### config.mk
export PLATFORM = sky130hd
export DESIGN_NAME = ej32_dstack
export DESIGN_NICKNAME = d
export VERILOG_FILES = /design/src/rtl/ej32_dstack.sv
export SDC_FILE = /design/constraint.sdc
export NUM_CORES = 2
export LEC_CHECK = 0
export CORE_ASPECT_RATIO = 1.4
export CORE_MARGIN = 3
export CORE_UTILIZATION = 44
export CTS_BUF_LIST = sky130_fd_sc_hd__clkbuf_4 sky130_fd_sc_hd__clkbuf_8
export CTS_CLUSTER_DIAMETER = 150
export CTS_CLUSTER_SIZE = 10
export DETAILED_ROUTE_END_ITERATION = 8
export PLACE_DENSITY = 0.64
export SYNTH_ARGS = -nofsm -noshare
export SYNTH_HDL_FRONTEND = slang
export SYNTH_SLANG_ARGS = --single-unit
### constraint.sdc
create_clock -name clk -period 5.35 [get_ports clk]
set_clock_uncertainty 0.15 [all_clocks]
set_input_delay 1.07 -clock clk [delete_from_list [all_inputs] [get_ports clk]]
set_output_delay 1.07 -clock clk [all_outputs]
set_load 0.1 [all_outputs]
### src/rtl/ej32_dstack.sv
// ----------------------------------------------------------------------------
// ej32_dstack - parametrised data-stack engine for the eJ32 core.
//
// TOS and NOS live in registers (t_q, s_q). Deeper entries spill into a
// register array mem[0..DEPTH-3] whose fill level is sp = max(depth-2, 0).
// One stack opcode is executed per enabled cycle. Illegal ops are rejected
// without any state change and raise sticky overflow/underflow flags.
//
// Ports:
//   clk      in   rising-edge clock
//   rst      in   asynchronous reset, active-low
//   en       in   operation enable (0 = hold all state)
//   op       in   0 NOP, 1 PUSH, 2 POP, 3 SWAP, 4 REPL, 5 POPREPL, 6 DUP, 7 OVER
//   din      in   data for PUSH / REPL / POPREPL
//   clr_err  in   clears the sticky error flags on the next edge
//   t_o      out  top of stack
//   s_o      out  next on stack
//   depth_o  out  number of valid entries, 0..DEPTH
//   empty_o  out  depth_o == 0
//   full_o   out  depth_o == DEPTH
//   ovf_o    out  sticky overflow flag
//   unf_o    out  sticky underflow flag
//   err_o    out  combinational: the op presented this cycle is rejected
// ----------------------------------------------------------------------------
module ej32_dstack #(
  parameter int DSZ   = 32,
  parameter int DEPTH = 64,
  parameter int CW    = $clog2(DEPTH + 1)
) (
  input  logic           clk,
  input  logic           rst,
  input  logic           en,
  input  logic [2:0]     op,
  input  logic [DSZ-1:0] din,
  input  logic           clr_err,
  output logic [DSZ-1:0] t_o,
  output logic [DSZ-1:0] s_o,
  output logic [CW-1:0]  depth_o,
  output logic           empty_o,
  output logic           full_o,
  output logic           ovf_o,
  output logic           unf_o,
  output logic           err_o
);

  localparam int MD = DEPTH - 2;                     // spill entries
  localparam int AW = (MD > 1) ? $clog2(MD) : 1;

  localparam logic [CW-1:0] ONE     = CW'(1);
  localparam logic [CW-1:0] TWO     = CW'(2);
  localparam logic [CW-1:0] THREE   = CW'(3);
  localparam logic [CW-1:0] DEPTH_C = CW'(DEPTH);

  typedef enum logic [2:0] {
    OP_NOP     = 3'd0,
    OP_PUSH    = 3'd1,
    OP_POP     = 3'd2,
    OP_SWAP    = 3'd3,
    OP_REPL    = 3'd4,
    OP_POPREPL = 3'd5,
    OP_DUP     = 3'd6,
    OP_OVER    = 3'd7
  } op_e;

  op_e            op_c;
  logic [DSZ-1:0] mem [MD];
  logic [DSZ-1:0] t_q, t_d, s_q, s_d;
  logic [CW-1:0]  depth_q, depth_d;
  logic           ovf_q, unf_q;
  logic           ovf_set, unf_set;
  logic           mem_we;
  logic [CW-1:0]  wr_ptr, rd_ptr;
  logic [DSZ-1:0] rd_data;
  logic           ge1, ge2, ge3, full_c;

  assign op_c   = op_e'(op);
  assign ge1    = (depth_q >= ONE);
  assign ge2    = (depth_q >= TWO);
  assign ge3    = (depth_q >= THREE);
  assign full_c = (depth_q == DEPTH_C);

  // Spill slot sp = depth-2 on a push, refill slot sp-1 = depth-3 on a pop.
  // Both are only used under the matching depth guard, so they never underflow
  // where they matter.
  assign wr_ptr  = depth_q - TWO;
  assign rd_ptr  = depth_q - THREE;
  assign rd_data = ge3 ? mem[rd_ptr[AW-1:0]] : '0;

  // NOTE: every signal written here gets a default first, so no path leaves
  // it unassigned and no latch is inferred.
  always_comb begin
    t_d     = t_q;
    s_d     = s_q;
    depth_d = depth_q;
    mem_we  = 1'b0;
    ovf_set = 1'b0;
    unf_set = 1'b0;
    if (en) begin
      case (op_c)
        OP_PUSH, OP_DUP, OP_OVER: begin
          if (full_c)                       ovf_set = 1'b1;
          else if (op_c == OP_DUP  && !ge1) unf_set = 1'b1;
          else if (op_c == OP_OVER && !ge2) unf_set = 1'b1;
          else begin
            t_d     = (op_c == OP_DUP)  ? t_q :
                      (op_c == OP_OVER) ? s_q : din;
            s_d     = t_q;
            mem_we  = ge2;                  // NOS spills only if it is valid
            depth_d = depth_q + ONE;
          end
        end
        OP_POP: begin
          if (!ge1) unf_set = 1'b1;
          else begin
            t_d     = ge2 ? s_q : '0;
            s_d     = rd_data;
            depth_d = depth_q - ONE;
          end
        end
        OP_SWAP: begin
          if (!ge2) unf_set = 1'b1;
          else begin
            t_d = s_q;
            s_d = t_q;
          end
        end
        OP_REPL: begin
          if (!ge1) unf_set = 1'b1;
          else      t_d = din;
        end
        OP_POPREPL: begin
          if (!ge2) unf_set = 1'b1;
          else begin
            t_d     = din;
            s_d     = rd_data;
            depth_d = depth_q - ONE;
          end
        end
        default: ;                          // OP_NOP
      endcase
    end
  end

  assign err_o = ovf_set | unf_set;

  // NOTE: sequential state uses non-blocking assignments so every register
  // samples the pre-edge values, regardless of statement order.
  always_ff @(posedge clk or negedge rst) begin
    if (!rst) begin
      t_q     <= '0;
      s_q     <= '0;
      depth_q <= '0;
      ovf_q   <= 1'b0;
      unf_q   <= 1'b0;
    end else begin
      t_q     <= t_d;
      s_q     <= s_d;
      depth_q <= depth_d;
      // A new error wins over a simultaneous clear.
      ovf_q   <= ovf_set | (ovf_q & ~clr_err);
      unf_q   <= unf_set | (unf_q & ~clr_err);
    end
  end

  // NOTE: the spill array is deliberately not reset; depth gates every read,
  // so stale contents are unreachable until rewritten.
  always_ff @(posedge clk) begin
    if (mem_we && rst) mem[wr_ptr[AW-1:0]] <= s_q;
  end

  assign t_o     = t_q;
  assign s_o     = s_q;
  assign depth_o = depth_q;
  assign empty_o = (depth_q == '0);
  assign full_o  = full_c;
  assign ovf_o   = ovf_q;
  assign unf_o   = unf_q;

endmodule

==> out/summary.txt <==
status - completed
Final Slew Violations - 0
Clk pwr share - 17.6%
FF+latch count, synth - 2,057
Hold Fails Final Rpt - 0
share of cells above drive strength 1 - 29.3%
CP peak stage delay - 0.77 ns
Final HPWL DP - 142,000 um
largest delay contributor family on the critical path - compound AO/OA/AOI/OAI gates
hold depth - 1
Initial Utilization - 44.3%
net switching share of the total power - 41.2%
initial antenna violation count - 16
wire per inst - 34.7 um
Fmax - 198 MHz
TritonCTS buffer count - 223
WS Path Type - reg2out
GP Congestion - 0.963
Critical Path End Type - primary output
most used cell, CP - o21a_1
Async SR Flop Fraction - 3.55%
Die H - 510 um
Buf+Inv Stages, Crit Path - 3
H-tree Lvls - 4
Post-synth EDFFs - 1,984
Synth top cells by count - edfxtp_1 (1,984), mux4_2 (540), nand2_1 (298)
WP data arrival - 3.82 ns
relative slew slack - 28.7%
Sw Pwr - 0.0224 W
Critical Path Source Type - flip-flop
total gr overflow - 0
synth top area cells - edfxtp_1 (75%), mux4_2 (15%), dfrtp_1 (2.3%)
Buffers on Ports - 114
Final nets - 4,054
area of the core - 180,000 um^2
# rows - 184
DR iter-0 viols - 5,131
Most used DFF post-synth - edfxtp_1
static leakage - 27.4 nW
WHS - 0.382 ns
clock slew at reported path FFs - 0.08 ns
die width - 366 um
Net Count, Synth - 3,746
crit path time final - 5.04 ns
DRT Wirelength - 226,000 um
TritonCTS clock tree - yes
CTS Sinks - 2,057
Synth cell types - 60
post-synthesis sequential area ratio - 77.0%
maxcap violations - 0
CTS max path bufs - 3
RSZ-0062 raised after global routing - no
Clock Latency Late Sink - 0.98 ns
Worst Tran Pin Value - 1.07 ns
area leader, netlist - edfxtp_1
overall power - 0.0545 W
total track usage - 24.3%
Worst Hold Class - reg2reg
Reg2Reg Depth - 8
drt via density - 6.11
power density over the cells - 609 nW/um^2
crit path max-delay cell type - dfrtp_4
DRT antenna net count - 0
# IOs - 115
Pre-antenna DRT Iters - 6
vias in the first global route - 40,300
Final Cycle Share - 94.2%
worst endpoint required time - 4.13 ns
via count - 39,800
worst-path cell chain - inv_1, buf_4, ha_1, nand2b_1, a2111oi_2, o21a_1, o21a_1, buf_12
area growth from synthesis to layout - 12.2%
die area - 186,000 um^2
Worst IR Drop VDD - 0.816 mV
WP depth - 8
area share of the largest cell type after synthesis - 74.7%
Reg power frac - 38.8%
most instantiated library cell after synthesis - edfxtp_1
mapped cell area - 79,700 um^2
Syn Area/Cell - 21.5 um^2
Final setup viols - 0
Post-Syn Instances - 3,702
DRC Markers - 0
cell-internal power - 0.0321 W
first-pass GRT wire length - 315,000 um
Crit Path Max Fanout - 23
Comb pwr share - 43.7%
root buf cell - clkbuf_8
largest net degree at the start of global routing - 108
yosys warns - 0
==> cell usage in the layout (no fill, tap or decap), types with 37 or more instances in the layout <==
cell type	count
edfxtp_1	1984
mux4_2	540
nand2_1	297
clkbuf_8	223
buf_4	132
clkdlybuf4s50_1	110
nand3_1	68
clkbuf_4	68
nand4b_1	63
nor2_4	63
buf_12	58
dfrtp_1	39
a21oi_1	38
mux2_2	37
==> registers in the layout (all words and copies together) (netlist names) <==
register / cells
s_o: 32
ovf_o: 1
unf_o: 1
depth_o: 7
mem: 1984
t_o: 32
==> cells by family after synthesis <==
| group | Yosys count | share of synthesized area [%] |
|---|---|---|
| XOR/XNOR | 17 | 0.196 |
| flip-flops | 2057 | 77.0 |
| buffers and inverters | 225 | 1.32 |
| multiplexers | 583 | 15.9 |
| adder cells (fa/ha/maj) | 5 | 0.0785 |
| AO/OA/AOI/OAI | 232 | 1.99 |
| AND/OR/NAND/NOR | 583 | 3.55 |
==> routing by layer <==
metal	track usage (%)	share of wire, %	up-vias
met5	0	0.012	-
met4	14.2	7.0	4
met3	5.58	9.0	468
met2	38.4	48	2109
met1	31.0	36	21300
li1	-	-	16000
==> stage by stage <==
| step | util [%] | area (um^2) | instances | setup TNS (ns) | setup slack [ns] |
|---|---|---|---|---|---|
| 5_1_grt | 49.7 | 89400 | 6512 | 0 | 0.127 |
| 4_1_cts | 49.7 | 89400 | 6510 | 0 | 0.220 |
| 3_5_place_dp | 47.6 | 85600 | 6202 | 0 | 0.938 |
| 2_1_floorplan | - | 79800 | 3702 | -251.32 | -0.209 |
| 6_report | 49.7 | 89400 | 6517 | 0 | 0.311 |
| 3_3_place_gp | 47.6 | 85600 | 6202 | 0 | 0.916 |
==> repair_timing <==
action	CTS	global route
gates resized for setup	0	0
hold buffers	1	0
setup buffers	0	0
hold endpoints to repair	25	0
==> final timing paths <==
path | endpoint | slack, ns | start
max | err_o | 0.31 | depth_o[0]
min in group asynchronous | s_o[9] | 0.42 | rst
min reg2reg | unf_o | 0.38 | unf_o
min | unf_o | 0.38 | unf_o
max reg2reg | s_o[19] | 1.02 | depth_o[0]
max in group asynchronous | s_o[13] | 3.41 | rst
==> cell type report <==
cell class              instances  area, um^2
clock buffers                 291        3580
diodes                          7        17.5
flip-flops and latches       2057       61400
multi-input cells            1420       17900
well taps                    2418        3030
repair buffers                301        3260
fillers                     14300       90400
inverters                       7        26.3
clock inverters                16         200
==> worst register-to-register path: stages, from the launching register on <==
cell,delay (ns)
dfrtp_4,0.77
inv_1,0.18
ha_4,0.65
buf_12,0.40
buf_4,0.34
mux4_2,0.36
mux4_2,0.65
o211ai_1,0.55
o22ai_1,0.16
==> power groups by stage <==
stage / combinational (W) / sequential [W] / clock (W)
finish: 0.0238 / 0.0211 / 0.00956
global route: 0.0243 / 0.0211 / 0.0103
CTS: 0.0239 / 0.0211 / 0.00975
detailed placement: 0.0239 / 0.0214 / 0
global placement: 0.0238 / 0.0214 / 0
floorplan: 0.0115 / 0.0232 / 0
(Power assumes the default switching activity.)
